File: config.mk
export PLATFORM = sky130hd
export DESIGN_NAME = ppm_frame_sequencer
export DESIGN_NICKNAME = d
export VERILOG_FILES = /design/src/rtl/ppm_frame_sequencer.sv
export SDC_FILE = /design/constraint.sdc
export NUM_CORES = 1
export LEC_CHECK = 0
export BUFFER_PORTS_ARGS = -buffer_cell sky130_fd_sc_hd__buf_2
export CAP_MARGIN = 20
export CORE_MARGIN = 4
export CORE_UTILIZATION = 44
export CTS_CLUSTER_DIAMETER = 30
export DETAILED_ROUTE_END_ITERATION = 7
export GPL_TIMING_DRIVEN = 0
export PLACE_DENSITY_LB_ADDON = 0.3
export SLEW_MARGIN = 20
export SYNTH_ARGS = -nofsm -noshare
export SYNTH_HDL_FRONTEND = slang
export SYNTH_SLANG_ARGS = --single-unit
File: constraint.sdc
create_clock -name clk -period 5.7 [get_ports clk]
set_input_delay 0.285 -clock clk [delete_from_list [all_inputs] [get_ports clk]]
set_output_delay 0.285 -clock clk [all_outputs]
set_load 0.01 [all_outputs]
File: src/rtl/ppm_frame_sequencer.sv
// Frame-level controller for the PPM receive path: frames the byte stream between
// SOF/EOF, gates the symbol decoder, and reports clean frames or abort causes.
module ppm_frame_sequencer #(
    parameter int unsigned MAX_BYTES   = 64,
    parameter int unsigned TIMEOUT_SYM = 32,
    parameter int unsigned CNT_W       = 7
) (
    input  logic             clk,
    input  logic             rst,
    input  logic             sym_tick,
    input  logic             sof_rcv,
    input  logic             eof_rcv,
    input  logic             byte_vld,
    input  logic [7:0]       byte_in,
    output logic             dec_en,
    output logic [7:0]       Dout,
    output logic             D_en,
    output logic             F_en,
    output logic             frame_done,
    output logic [CNT_W-1:0] frame_len,
    output logic             frame_err,
    output logic [1:0]       err_code
);

    localparam int unsigned TO_W = $clog2(TIMEOUT_SYM + 1);

    localparam logic [1:0] IDLE = 2'd0;
    localparam logic [1:0] DATA = 2'd1;
    localparam logic [1:0] DONE = 2'd2;
    localparam logic [1:0] ERR  = 2'd3;

    localparam logic [1:0] CODE_EMPTY    = 2'd0;
    localparam logic [1:0] CODE_TIMEOUT  = 2'd1;
    localparam logic [1:0] CODE_OVERFLOW = 2'd2;
    localparam logic [1:0] CODE_RESYNC   = 2'd3;

    localparam logic [CNT_W-1:0] BYTE_LIMIT = CNT_W'(MAX_BYTES);
    localparam logic [TO_W-1:0]  TO_LIMIT   = TO_W'(TIMEOUT_SYM);

    logic [1:0]       state;
    logic [CNT_W-1:0] byte_cnt;
    logic [TO_W-1:0]  to_cnt;

    logic             byte_full;
    logic [CNT_W-1:0] cnt_after;
    logic [TO_W-1:0]  to_inc;
    logic             to_expire;

    // cnt_after is the count including a byte accepted this cycle, so EOF sees it.
    always_comb begin
        byte_full = (byte_cnt >= BYTE_LIMIT);
        cnt_after = byte_vld ? (byte_cnt + CNT_W'(1)) : byte_cnt;
        to_inc    = (to_cnt == TO_LIMIT) ? to_cnt : (to_cnt + TO_W'(1));
        to_expire = sym_tick && !byte_vld && (to_inc == TO_LIMIT);
    end

    always_ff @(posedge clk or posedge rst) begin
        if (rst) begin
            state      <= IDLE;
            byte_cnt   <= '0;
            to_cnt     <= '0;
            dec_en     <= 1'b0;
            Dout       <= '0;
            D_en       <= 1'b0;
            F_en       <= 1'b0;
            frame_done <= 1'b0;
            frame_len  <= '0;
            frame_err  <= 1'b0;
            err_code   <= '0;
        end else begin
            D_en       <= 1'b0;
            F_en       <= 1'b0;
            frame_done <= 1'b0;
            frame_err  <= 1'b0;
            case (state)
                IDLE: begin
                    if (sof_rcv) begin
                        state    <= DATA;
                        dec_en   <= 1'b1;
                        F_en     <= 1'b1;
                        byte_cnt <= '0;
                        to_cnt   <= '0;
                    end
                end
                DATA: begin
                    if (sof_rcv) begin
                        frame_err <= 1'b1;
                        err_code  <= CODE_RESYNC;
                        F_en      <= 1'b1;
                        byte_cnt  <= '0;
                        to_cnt    <= '0;
                    end else if (byte_vld && byte_full) begin
                        state     <= ERR;
                        dec_en    <= 1'b0;
                        frame_err <= 1'b1;
                        err_code  <= CODE_OVERFLOW;
                    end else begin
                        if (byte_vld) begin
                            Dout     <= byte_in;
                            D_en     <= 1'b1;
                            byte_cnt <= cnt_after;
                            to_cnt   <= '0;
                        end else if (sym_tick) begin
                            to_cnt <= to_inc;
                        end
                        if (eof_rcv) begin
                            dec_en <= 1'b0;
                            if (cnt_after == '0) begin
                                state     <= ERR;
                                frame_err <= 1'b1;
                                err_code  <= CODE_EMPTY;
                            end else begin
                                state      <= DONE;
                                frame_done <= 1'b1;
                                frame_len  <= cnt_after;
                            end
                        end else if (to_expire) begin
                            state     <= ERR;
                            dec_en    <= 1'b0;
                            frame_err <= 1'b1;
                            err_code  <= CODE_TIMEOUT;
                        end
                    end
                end
                default: begin
                    state  <= IDLE;
                    dec_en <= 1'b0;
                end
            endcase
        end
    end

endmodule

Word-level counts from Yosys, hierarchy flattened
Cells that the tools add are included.
{"block": "word_totals", "ff_bits": 37, "latchBits": 0, "mem_bits_rw": 0, "romBits": 0, "elab_cells": 90, "mem_count": 0}
{"block": "op_classes", "addsub": 2, "mul": 0, "n_div": 0, "order_cmp": 1, "n_eq_ne": 10, "n_shift": 0, "mux": 48, "bitwise": 3, "reduce_logical": 15}
{"cell": "6-bit 2-to-1 mux", "n": 6}
{"cell": "7-bit 2-to-1 mux", "n": 5}
{"cell": "1-bit 2-to-1 mux", "n": 23}
{"cell": "2-bit 2-to-1 mux", "n": 10}
{"cell": "7-bit one-hot mux with 2 select lines", "n": 1}
{"cell": "6-bit equality test, second input constant", "n": 2}
{"cell": "6-bit one-hot mux with 2 select lines", "n": 1}
{"cell": "4-bit AND reduction", "n": 3}
{"cell": "4-bit != test, second input constant", "n": 2}
{"cell": "7-bit by 1-bit adder with 7-bit output, second input constant", "n": 1}
{"cell": "7-bit greater-or-equal comparator, second input constant", "n": 1}
{"cell": "7-bit zero test", "n": 1}
{"cell": "6-bit by 1-bit adder with 6-bit output, second input constant", "n": 1}
{"cell": "3-bit != test, second input constant", "n": 2}
{"cell": "3-bit AND reduction", "n": 2}
{"cell": "5-bit AND reduction", "n": 1}
{"cell": "2-bit != test, second input constant", "n": 2}
{"cell": "4-bit by 2-bit != test with 1-bit output, second input constant", "n": 1}
{"cell": "2-bit one-hot mux with 2 select lines", "n": 1}
{"cell": "4-bit nonzero test", "n": 1}
{"cell": "1-bit logical AND", "n": 3}
{"cell": "1-bit inverter", "n": 3}
{"cell": "2-bit by 1-bit equality test with 1-bit output, second input constant", "n": 1}
{"cell": "2-bit zero test", "n": 1}
{"cell": "other kinds (4)", "n": 4}

Logic depth before layout (Yosys ltp)
Gate-level depths: netlist (run 1).
{"block": "depth", "depth_word": 9, "depth_mapped": 8}

Worst setup path after synthesis (run 1)
No wires, ideal clock.
{"block": "synth_path", "kind": "reg-to-reg", "startpoint": "reg byte_cnt[1]", "endpoint": "reg frame_len[0]", "setup_time_ns": 0.125, "arrival_time_ns": 2.221, "t_required_ns": 5.575, "path_slack_ns": 3.354, "stages_incl_launch_ff": 9, "n_path_buf": 1, "cell_sequence": "dfrtp_1 > ha_1 > nand3_1 > or4_1 > o211a_1 > o311ai_4 > or2_1 > buf_6 > mux2_2"}
{"block": "synth_via", "elab_chain_cells": 5, "elab_cells_between_ends": 8}
{"element": "from (decl)", "line_no": "41", "rtl": "logic [CNT_W-1:0] byte_cnt;"}
{"element": "from (signal assigned)", "line_no": "101", "rtl": "byte_cnt <= cnt_after;"}
{"element": "7-bit by 1-bit adder with 7-bit output", "line_no": "52", "rtl": "cnt_after = byte_vld ? (byte_cnt + CNT_W'(1)) : byte_cnt;"}
{"element": "7-bit 2-to-1 mux", "line_no": "52"}
{"element": "7-bit zero test", "line_no": "108", "rtl": "if (cnt_after == '0) begin"}
{"element": "1-bit inverter (no source line)"}
{"element": "5-bit AND reduction (no source line) (*)"}
{"element": "to (signal assigned)", "line_no": "115", "rtl": "frame_len <= cnt_after;"}
{"element": "to (decl)", "line_no": "20", "rtl": "output logic [CNT_W-1:0] frame_len,"}
Every way passes the cells marked *; elsewhere a longest branch is shown, timed or not.
A chain may end at the register's enable or synchronous reset.

Final worst setup path (run 1)
{"block": "layout_path", "startpoint": "reg byte_cnt[1]", "endpoint": "reg frame_len[6]"}
{"block": "layout_via", "elab_chain_cells": 5, "elab_cells_between_ends": 8}
{"element": "7-bit by 1-bit adder with 7-bit output", "line_no": "52"}
{"element": "7-bit 2-to-1 mux", "line_no": "52"}
{"element": "7-bit zero test", "line_no": "108"}
{"element": "1-bit inverter (no source line)"}
{"element": "5-bit AND reduction (no source line)"}
Parallel ways exist; a longest one is shown, timed or not.

==> impl_metrics.csv, run 1 <==
group,metric,value,unit
clocking,path_clk_slew,0.08,ns
worst_setup_path,criticalPathCategory,"reg -> reg",
power,p_sw,0.000192,W
layout,drive_gt1_frac,0.249,
floorplan,row_count,23,
floorplan,fp.coreArea,4060,µm²
placement,dp_hpwl,2.81,mm
drt,dr.first_iter.drc_count,75,
floorplan,io_pins,36,
power,p_int,0.000482,W
floorplan,die-area,5390,µm²
sta,setup_viol,0,
power,power_frac_clock,0.340,
layout,diodes,0,
worst_setup_path,crit_chain,"ha_1 > nand3_1 > or4_1 > o211a_1 > o311ai_4 > or2_1 > buf_6 > mux2_2",
global_route,grt_max_degree,21,
worst_setup_path,critPathMaxFanout,8,
synthesis,synth_edf_count,0,
synthesis,synth_largest_area_cell,"dfrtp_1",
sta,max_slew.worst_pin.slew,0.645,ns
floorplan,start_util,0.464,
clocking,cts_tree,"built",
synthesis,synth_flop_cell,"dfrtp_1",
worst_setup_path,cp_num_buf_inv,1,
sta,min_period_over_period,0.455,
layout,final_nets,257,
synthesis,syn_nets,215,
global_route,grt-ovfl-total,0,
synthesis,netlist.area_leader.share,0.492,
power,p_per_area,298,nW/µm²
sta,grt_setup_unrepaired,"no",
sta,fin_crit,2.59,ns
drt,vias_per_cell,5.35,
synthesis,synth_cell_types,46,
synthesis,yosysMostFrequentCell,"dfrtp_1",
drt,ant_nets,0,
worst_setup_path,slowest_stage,"or4_1",
layout,syn_to_final_growth,20.2,%
placement,port_buffers,33,
hold_path,hold_class,"in -> reg",
synthesis,async_flop_share,1.00,
layout,final_util,0.558,
sta,fmax,0.386,GHz
worst_setup_path,critPathTopFamily,"simple AND/OR/NAND/NOR gates",
synthesis,synth_area_leaders,"dfrtp_1, nand2_1, o21ai_0",
drt,vias,1556,
power,p_comb_frac,0.198,
worst_setup_path,cp-start-kind,"flip-flop",
hold_path,hp-start,"byte_in[3]",
drt,first_pass_iters,4,
synthesis,synth_common_cells,"dfrtp_1, nand2_1, o21ai_0",
status,status,"completed",
layout,fillers,390,
clocking,root_buffer,"clkbuf_8",
power,p_sw_frac,0.284,
worst_setup_path,arrival,2.76,ns
clocking,cts_buffer_depth,2,
worst_setup_path,cp_slowest_stage_delay,0.48,ns
floorplan,die_w,73.4,µm
clocking,cts_max_level,2,
worst_setup_path,worst_setup_path_end_kind,"flip-flop",
sta,fin_skew,0.00782,ns
sta,setup_tns,0,ns
worst_setup_path,cp-startpoint,"byte_cnt[1]$_DFFE_PP0P_",
global_route,groute.usage.overall,0.166,
sta,holdWs,0.179,ns
global_route,grt_pass1_vias,1536,
floorplan,die-height,73.4,µm
synthesis,ys_seq_elements,37,
worst_setup_path,cp.required,5.87,ns
clocking,post_cts_resized,0,
sta,hold_violations,0,
clocking,numCtsBuffers,5,
global_route,grt_pass1_wl,7.00,mm
drt,drc_errors,0,
synthesis,syn_avg_cell_area,9.50,µm²
job,drv_cap,0,
synthesis,yosysSeqAreaShare,0.492,
clocking,cts.sinks,37,
synthesis,yosys_warnings,0,
global_route,antenna_found_initial,0,
power,p_seq_frac,0.463,
worst_setup_path,rrSetupSlack,3.11,ns
sta,maxSlewHeadroom,0.566,
drt,drt_wl_total,3.80,mm
drt,wl_per_cell,13.1,µm
synthesis,synthesis.area,1880,µm²
clocking,insertion_delay,0.29,ns
power,total_leakage_power,1.12,nW
sta,finalMaxSlewViolations,0,
worst_setup_path,r2r_start,"byte_cnt[1]$_DFFE_PP0P_",
placement,gp_congestion,0.915,
synthesis,syn_inst,198,
power,ir_drop,0.187,mV
## flip-flops by register name, summed over array words and instances (netlist names), 2 cells and up
signal	flops
to_cnt	6
byte_cnt	7
state	2
err_code	2
frame_len	7
Dout	8
## worst paths after layout
path / cells past startpoint / end
max in group asynchronous: 4 / to_cnt[1]$_DFFE_PP0P_
setup reg to reg: 8 / frame_len[6]$_DFFE_PP0P_
setup / recovery: 8 / frame_len[6]$_DFFE_PP0P_
min in group asynchronous: 3 / Dout[7]$_DFFE_PP0P_
hold reg to reg: 2 / Dout[5]$_DFFE_PP0P_
hold / removal: 3 / Dout[3]$_DFFE_PP0P_
## power by group through the flow
stage	clock network (W)	logic, W	registers, W
after floorplan	0	0.0000675	0.000331
after global placement	0	0.000129	0.000316
after detailed placement	0	0.000135	0.000317
after CTS	0.000235	0.000136	0.000312
after global routing	0.000245	0.000153	0.000317
final	0.000229	0.000133	0.000312
## tightest hold or removal path, cell delays in order
cell and delay, ns:
buf_2 0.07, nand2_1 0.04, nand2_1 0.04
## repair_timing
| item | 4_1_cts | 5_1_grt |
|---|---|---|
| hold buffers | 1 | 0 |
| endpoints found under the hold margin | 17 | 0 |
| buffers inserted | 0 | 0 |
| setup endpoints to repair | 0 | 0 |
## cells by family (layout without fill, tap and decap cells)
kind of cell,after synthesis,in the layout,synth area share
and+or+nand+nor,80,80,0.205
AOI/OAI and AO/OA,39,39,0.139
DFF,37,37,0.492
buffers and inverters,21,64,0.0499
xor gates and xnor gates,9,9,0.0419
muxes,9,9,0.0525
adders and majority gates,3,3,0.0199
## through the flow
| step | instance area [µm²] | std cells | power, W | setup slack [ns] |
|---|---|---|---|---|
| 2_1_floorplan | 1880 | 198 | 0.000398 | 3.35 |
| 4_1_cts | 2260 | 291 | 0.000684 | 3.12 |
| 5_1_grt | 2260 | 291 | 0.000715 | 2.95 |
| 3_3_place_gp | 2110 | 281 | 0.000446 | 3.18 |
| 6_report | 2260 | 291 | 0.000674 | 3.11 |
| 3_5_place_dp | 2140 | 282 | 0.000452 | 3.13 |
## cells in the final DEF, fill, tap and decap left out, types with 3 or more instances in the layout
master,count
nor2_1,15
o31ai_1,5
clkbuf_8,5
mux2_2,7
a21oi_1,6
xnor2_1,4
nand3_1,6
inv_1,9
xor2_1,5
o21ai_0,16
nand2_1,35
buf_2,35
clkbuf_1,6
nand2b_1,3
ha_1,3
dfrtp_1,37
## metal layers
metal  GRT usage  vias up  part of all wire
li1            -      768                 -
met1       0.220      748              0.46
met5           0        -                 0
met2       0.263       34              0.47
met4      0.0523        0             0.013
met3      0.0465        6             0.052
## cell type report
type	instances	area, µm²	share of cell area
multi-input combinational	140	862	0.381
tap	50	62.6	0.0277
timing repair buffer	35	203	0.0896
sequential	37	926	0.409
clock buffer	5	68.8	0.0304
inverter	10	37.5	0.0166
buffer	11	56.3	0.0249
clock inverter	3	46.3	0.0205
No activity file was read; power rests on OpenSTA's default activity.
==> run 2: changes to the inputs <==
==> constraint.sdc (replaced) <==
create_clock -name clk -period 2.4 [get_ports clk]
set_input_delay 0.12 -clock clk [delete_from_list [all_inputs] [get_ports clk]]
set_output_delay 0.12 -clock clk [all_outputs]
set_load 0.01 [all_outputs]
==> impl_metrics.csv, run 2 (same netlist as run 1, synthesis figures left out) <==
group,metric,value,unit
global_route,grt_max_degree,21,
clocking,root_buffer,"clkbuf_8",
floorplan,start_util,0.464,
drt,dr.first_iter.drc_count,81,
clocking,cts_tree,"built",
layout,largest_reg_flops,8,
sta,fmax,0.436,GHz
placement,port_buffers,33,
worst_setup_path,critPathTopFamily,"simple AND/OR/NAND/NOR gates",
hold_path,hold_class,"in -> reg",
worst_setup_path,cp-start-kind,"flip-flop",
clocking,cts.sinks,37,
worst_setup_path,worst_setup_path_end_kind,"flip-flop",
worst_setup_path,cp_num_buf_inv,2,
layout,drive_gt1_frac,0.285,
sta,finalMaxSlewViolations,0,
worst_setup_path,crit_chain,"buf_8 > nand3_1 > or4_1 > o211a_1 > o311ai_4 > or2_1 > buf_6 > mux2_2",
worst_setup_path,cp_slowest_stage_delay,0.52,ns
global_route,grt_pass1_vias,1542,
sta,max_slew.worst_pin.slew,0.651,ns
layout,reg_top3,"Dout x8, byte_cnt x7, frame_len x7",
drt,vias,1573,
drt,drt_wl_total,3.91,mm
sta,hold_violations,0,
placement,dp_slack,-0.168,ns
clocking,insertion_delay,0.29,ns
global_route,groute.usage.overall,0.166,
worst_setup_path,arrival,2.47,ns
sta,holdWs,0.0145,ns
sta,fin_skew,0.00699,ns
placement,gp_congestion,0.915,
clocking,cts_buffer_depth,2,
floorplan,row_count,23,
floorplan,fp.coreArea,4060,µm²
drt,wl_per_cell,13.1,µm
drt,vias_per_cell,5.26,
layout,layout_common_cells,"dfrtp_1, buf_2, nand2_1",
placement,dp_hpwl,2.81,mm
sta,fin_crit,2.29,ns
layout,syn_to_final_growth,24.9,%
status,status,"completed",
layout,diodes,0,
layout,final_nets,265,
drt,drc_errors,0,
worst_setup_path,slowest_stage,"or4_1",
clocking,numCtsBuffers,5,
global_route,antenna_found_initial,0,
global_route,grt-ovfl-total,0,
worst_setup_path,criticalPathCategory,"reg -> reg",
worst_setup_path,critPathMaxFanout,8,
power,ir_drop,0.441,mV
job,drv_cap,0,
sta,setup_slack,0.106,ns
floorplan,io_pins,36,
sta,maxSlewHeadroom,0.562,
worst_setup_path,cp.required,2.57,ns
layout,final_util,0.579,
sta,grt_setup_unrepaired,"no",
sta,min_period_over_period,0.956,
floorplan,die_w,73.4,µm
power,p_per_area,694,nW/µm²
drt,ant_nets,0,
clocking,path_clk_slew,0.08,ns
drt,first_pass_iters,4,
floorplan,die-height,73.4,µm
global_route,grt_pass1_wl,6.99,mm
layout,top_register,"Dout",
clocking,cts_max_level,2,
layout,layout_commonest_cell,"dfrtp_1",
floorplan,die-area,5390,µm²
sta,setup_viol,0,
power,total_leakage_power,1.16,nW
-- run 2: cell types whose count changed in the layout (fill, tap and decap cells not counted) --
| cell | before | now |
|---|---|---|
| a211oi_1 | 1 | 0 |
| o21ai_1 | 1 | 2 |
| o21ai_0 | 16 | 15 |
| clkbuf_2 | 1 | 0 |
| buf_8 | 0 | 1 |
| dfrtp_1 | 37 | 36 |
| buf_4 | 1 | 9 |
| dfrtp_2 | 0 | 1 |
| ha_1 | 3 | 2 |
| ha_4 | 0 | 1 |
| a211oi_2 | 0 | 1 |
-- run 2: cell type report --
class | count | area, µm²
buffer | 11 | 66.3
clock buffer | 5 | 68.8
clock inverter | 3 | 46.3
fill | 375 | 1710
inverter | 10 | 37.5
multi-input combinational | 140 | 880
sequential | 37 | 927
tap | 50 | 62.6
timing repair buffer | 43 | 263
-- run 2: path summary, 6_finish.rpt --
path                                              start                       end  slack [ns]  cells past startpoint
worst max-delay path            byte_cnt[0]$_DFFE_PP0P_  frame_len[6]$_DFFE_PP0P_        0.11                      8
worst min-delay path                         byte_in[3]       Dout[3]$_DFFE_PP0P_        0.01                      3
worst max register to register  byte_cnt[0]$_DFFE_PP0P_  frame_len[6]$_DFFE_PP0P_        0.11                      8
worst min register to register      Dout[5]$_DFFE_PP0P_       Dout[5]$_DFFE_PP0P_        0.47                      2
max in group asynchronous                           rst     to_cnt[1]$_DFFE_PP0P_        1.60                      4
min in group asynchronous                           rst       Dout[7]$_DFFE_PP0P_        0.36                      3
-- run 2: stage by stage --
stage | total power (W) | std cells | cell area [µm²] | setup TNS [ns]
3_3_place_gp | 0.00106 | 281 | 2110 | -0.726
3_5_place_dp | 0.00107 | 282 | 2140 | -1.03
2_1_floorplan | 0.000946 | 198 | 1880 | 0
4_1_cts | 0.00164 | 292 | 2290 | 0
5_1_grt | 0.00173 | 299 | 2350 | 0
6_report | 0.00163 | 299 | 2350 | 0
-- run 2: tightest hold or removal path: cells and delay by family --
kind          cells  cell delay, ns
buf+inv           1            0.07
simple gates      2            0.08
-- run 2: timing repair --
| action | 4_1_cts | 5_1_grt |
|---|---|---|
| endpoints found under the setup margin | 7 | 7 |
| pin swaps | 2 | 3 |
| buffers inserted | 1 | 7 |
| resized for setup | 5 | 3 |
| hold buffers | 1 | 0 |
| endpoints found under the hold margin | 17 | 0 |
-- run 2: layer usage --
metal	routed length (µm)	global-route usage	vias to the layer above
met3	196	0.0465	8
li1	-	-	779
met1	1790	0.219	751
met5	0	0	-
met2	1870	0.266	35
met4	57	0.0523	0
-- run 2: power by group --
group | internal [W] | switching (W) | total (W)
logic | 0.000159 | 0.000187 | 0.000346
registers | 0.000700 | 0.0000433 | 0.000743
clock network | 0.000311 | 0.000232 | 0.000543
total | 0.00117 | 0.000462 | 0.00163
==> run 3: changes to the inputs <==
--- a/config.mk
+++ b/config.mk
@@ -5,6 +5,7 @@
 export SDC_FILE = /design/constraint.sdc
 export NUM_CORES = 1
 export LEC_CHECK = 0
+export ABC_AREA = 1
 export BUFFER_PORTS_ARGS = -buffer_cell sky130_fd_sc_hd__buf_2
 export CAP_MARGIN = 20
 export CORE_MARGIN = 4
@@ -17,3 +18,4 @@
 export SYNTH_ARGS = -nofsm -noshare
 export SYNTH_HDL_FRONTEND = slang
 export SYNTH_SLANG_ARGS = --single-unit
+export TNS_END_PERCENT = 30
==> impl_metrics.csv, run 3 <==
group,metric,value,unit
clocking,cts.sinks,37,
synthesis,syn_inst,234,
sta,hold_violations,0,
layout,largest_reg_flops,8,
worst_setup_path,cp-start-kind,"flip-flop",
synthesis,yosysSeqAreaShare,0.479,
power,total_leakage_power,1.17,nW
layout,multi_input_area,855,µm²
power,p_per_area,982,nW/µm²
global_route,grt_pass1_wl,6.51,mm
global_route,use_met2,0.242,
hold_path,hold_class,"in -> reg",
floorplan,start_util,0.469,
placement,port_buffers,34,
sta,setup_viol,0,
floorplan,die-area,5510,µm²
clocking,path_clk_slew,0.07,ns
worst_setup_path,criticalPathCategory,"reg -> reg",
synthesis,synth_edf_count,0,
drt,vias_per_cell,4.90,
sta,fin_skew,0.0148,ns
global_route,antenna_found_initial,0,
worst_setup_path,cp.required,2.58,ns
clocking,numCtsBuffers,5,
layout,top_register,"Dout",
layout,layout_commonest_cell,"nand2_1",
layout,seq_area,926,µm²
clocking,postCtsSetupBuffers,0,
sta,holdWs,0.0283,ns
synthesis,synthesis.area,1930,µm²
floorplan,die-height,74.3,µm
global_route,groute.usage.overall,0.154,
global_route,grt_use_met3,0.0446,
synthesis,ys_seq_elements,37,
layout,reg_top3,"Dout x8, byte_cnt x7, frame_len x7",
synthesis,synth_area_leaders,"dfrtp_1, nand2_1, nand3_1",
sta,maxSlewHeadroom,0.498,
synthesis,synth_largest_area_cell,"dfrtp_1",
synthesis,synth_cell_types,27,
synthesis,yosysMostFrequentCell,"nand2_1",
global_route,grt-ovfl-total,0,
global_route,grt_max_degree,38,
synthesis,synth_flop_cell,"dfrtp_1",
floorplan,row_count,23,
drt,first_pass_iters,4,
drt,ant_nets,0,
drt,drt_wl_total,3.81,mm
floorplan,fp.coreArea,4120,µm²
layout,syn_to_final_growth,16.4,%
layout,final_util,0.546,
worst_setup_path,arrival,2.16,ns
layout,layout_common_cells,"nand2_1, dfrtp_1, buf_2",
sta,min_period_over_period,0.826,
drt,dr.first_iter.drc_count,77,
clocking,root_buffer,"clkbuf_8",
placement,gp_congestion,0.856,
placement,dp_hpwl,2.83,mm
drt,drc_errors,0,
synthesis,yosys_warnings,0,
worst_setup_path,critPathMaxFanout,10,
global_route,busiest_layer,"met2",
clocking,cts_max_level,2,
clocking,cts_buffer_depth,2,
sta,grt_setup_unrepaired,"no",
sta,setup_tns,0,ns
global_route,grt_pass1_vias,1483,
layout,diodes,0,
synthesis,syn_nets,251,
clocking,cts_tree,"built",
clocking,insertion_delay,0.29,ns
layout,drive_gt1_frac,0.262,
worst_setup_path,worst_setup_path_end_kind,"flip-flop",
synthesis,async_flop_share,1.00,
synthesis,syn_avg_cell_area,8.26,µm²
job,drv_cap,0,
power,power.total,0.00221,W
sta,max_slew.worst_pin.slew,0.752,ns
sta,fmax,0.505,GHz
layout,final_nets,293,
synthesis,synth_common_cells,"nand2_1, dfrtp_1, inv_1",
drt,vias,1594,
drt,wl_per_cell,11.7,µm
sta,finalMaxSlewViolations,0,
global_route,grt_use_met1,0.206,
layout,fillers,387,
sta,fin_crit,1.98,ns
synthesis,netlist.area_leader.share,0.479,
power,ir_drop,0.527,mV
floorplan,io_pins,36,
floorplan,die_w,74.3,µm
status,status,"completed",
[run 3: kinds of logic after synthesis]
family                     share of synthesized area
xor gates and xnor gates                      0.0175
buffers and inverters                         0.0784
adders and majority gates                     0.0194
DFF                                            0.479
AOI/OAI and AO/OA                             0.0810
and+or+nand+nor                                0.324
[run 3: final timing paths]
check,depth (start not counted),endpoint,start,slack [ns]
worst min-delay path,3,Dout[5]$_DFFE_PP0P_,byte_in[5],0.03
worst min register to register,2,Dout[3]$_DFFE_PP0P_,Dout[3]$_DFFE_PP0P_,0.47
max in group asynchronous,3,byte_cnt[3]$_DFFE_PP0P_,rst,1.39
min in group asynchronous,3,byte_cnt[1]$_DFFE_PP0P_,rst,0.53
worst max register to register,11,frame_len[1]$_DFFE_PP0P_,byte_cnt[0]$_DFFE_PP0P_,0.42
worst max-delay path,11,frame_len[1]$_DFFE_PP0P_,byte_cnt[0]$_DFFE_PP0P_,0.42
[run 3: through the flow]
stage | cell area [µm²] | std cells | worst slack (ns)
2_1_floorplan | 1930 | 234 | 0.606
4_1_cts | 2250 | 325 | 0.391
6_report | 2250 | 325 | 0.418
3_5_place_dp | 2160 | 318 | 0.414
5_1_grt | 2250 | 325 | 0.239
3_3_place_gp | 2160 | 318 | 0.437
[run 3: worst max-delay path: stages (launching register included)]
cell	delay, ns
dfrtp_1	0.46
ha_1	0.33
inv_1	0.06
nand2_1	0.04
o21ai_1	0.17
nand3_1	0.13
nor2_2	0.13
nand3_2	0.10
nand2_4	0.11
nor2_4	0.05
buf_6	0.14
o21a_1	0.17
[run 3: layer usage]
metal | vias to the layer above | part of all wire | wire length (µm)
li1 | 824 | - | -
met1 | 730 | 0.48 | 1820
met2 | 38 | 0.46 | 1750
met3 | 2 | 0.055 | 209
met4 | 0 | 0.0094 | 36
met5 | - | 0 | 0
[run 3: timing repair]
action | CTS | global route
resized for setup | 0 | 0
setup endpoints to repair | 0 | 0
hold buffers | 1 | 0
hold endpoints to repair | 13 | 0
[run 3: cell type report]
class	instances	share of cell area
Sequential cell	37	0.412
Multi-Input combinational cell	164	0.380
Tap cell	50	0.0278
Clock buffer	5	0.0306
Inverter	27	0.0451
Timing Repair Buffer	35	0.0801
Clock inverter	1	0.00223
Buffer	6	0.0223
[run 3: report_power, final]
part           switching (W)  leakage [nW]  internal, W
clock               0.000200        0.0399     0.000191
sequential          0.000106         0.477     0.000814
combinational       0.000546         0.652     0.000352
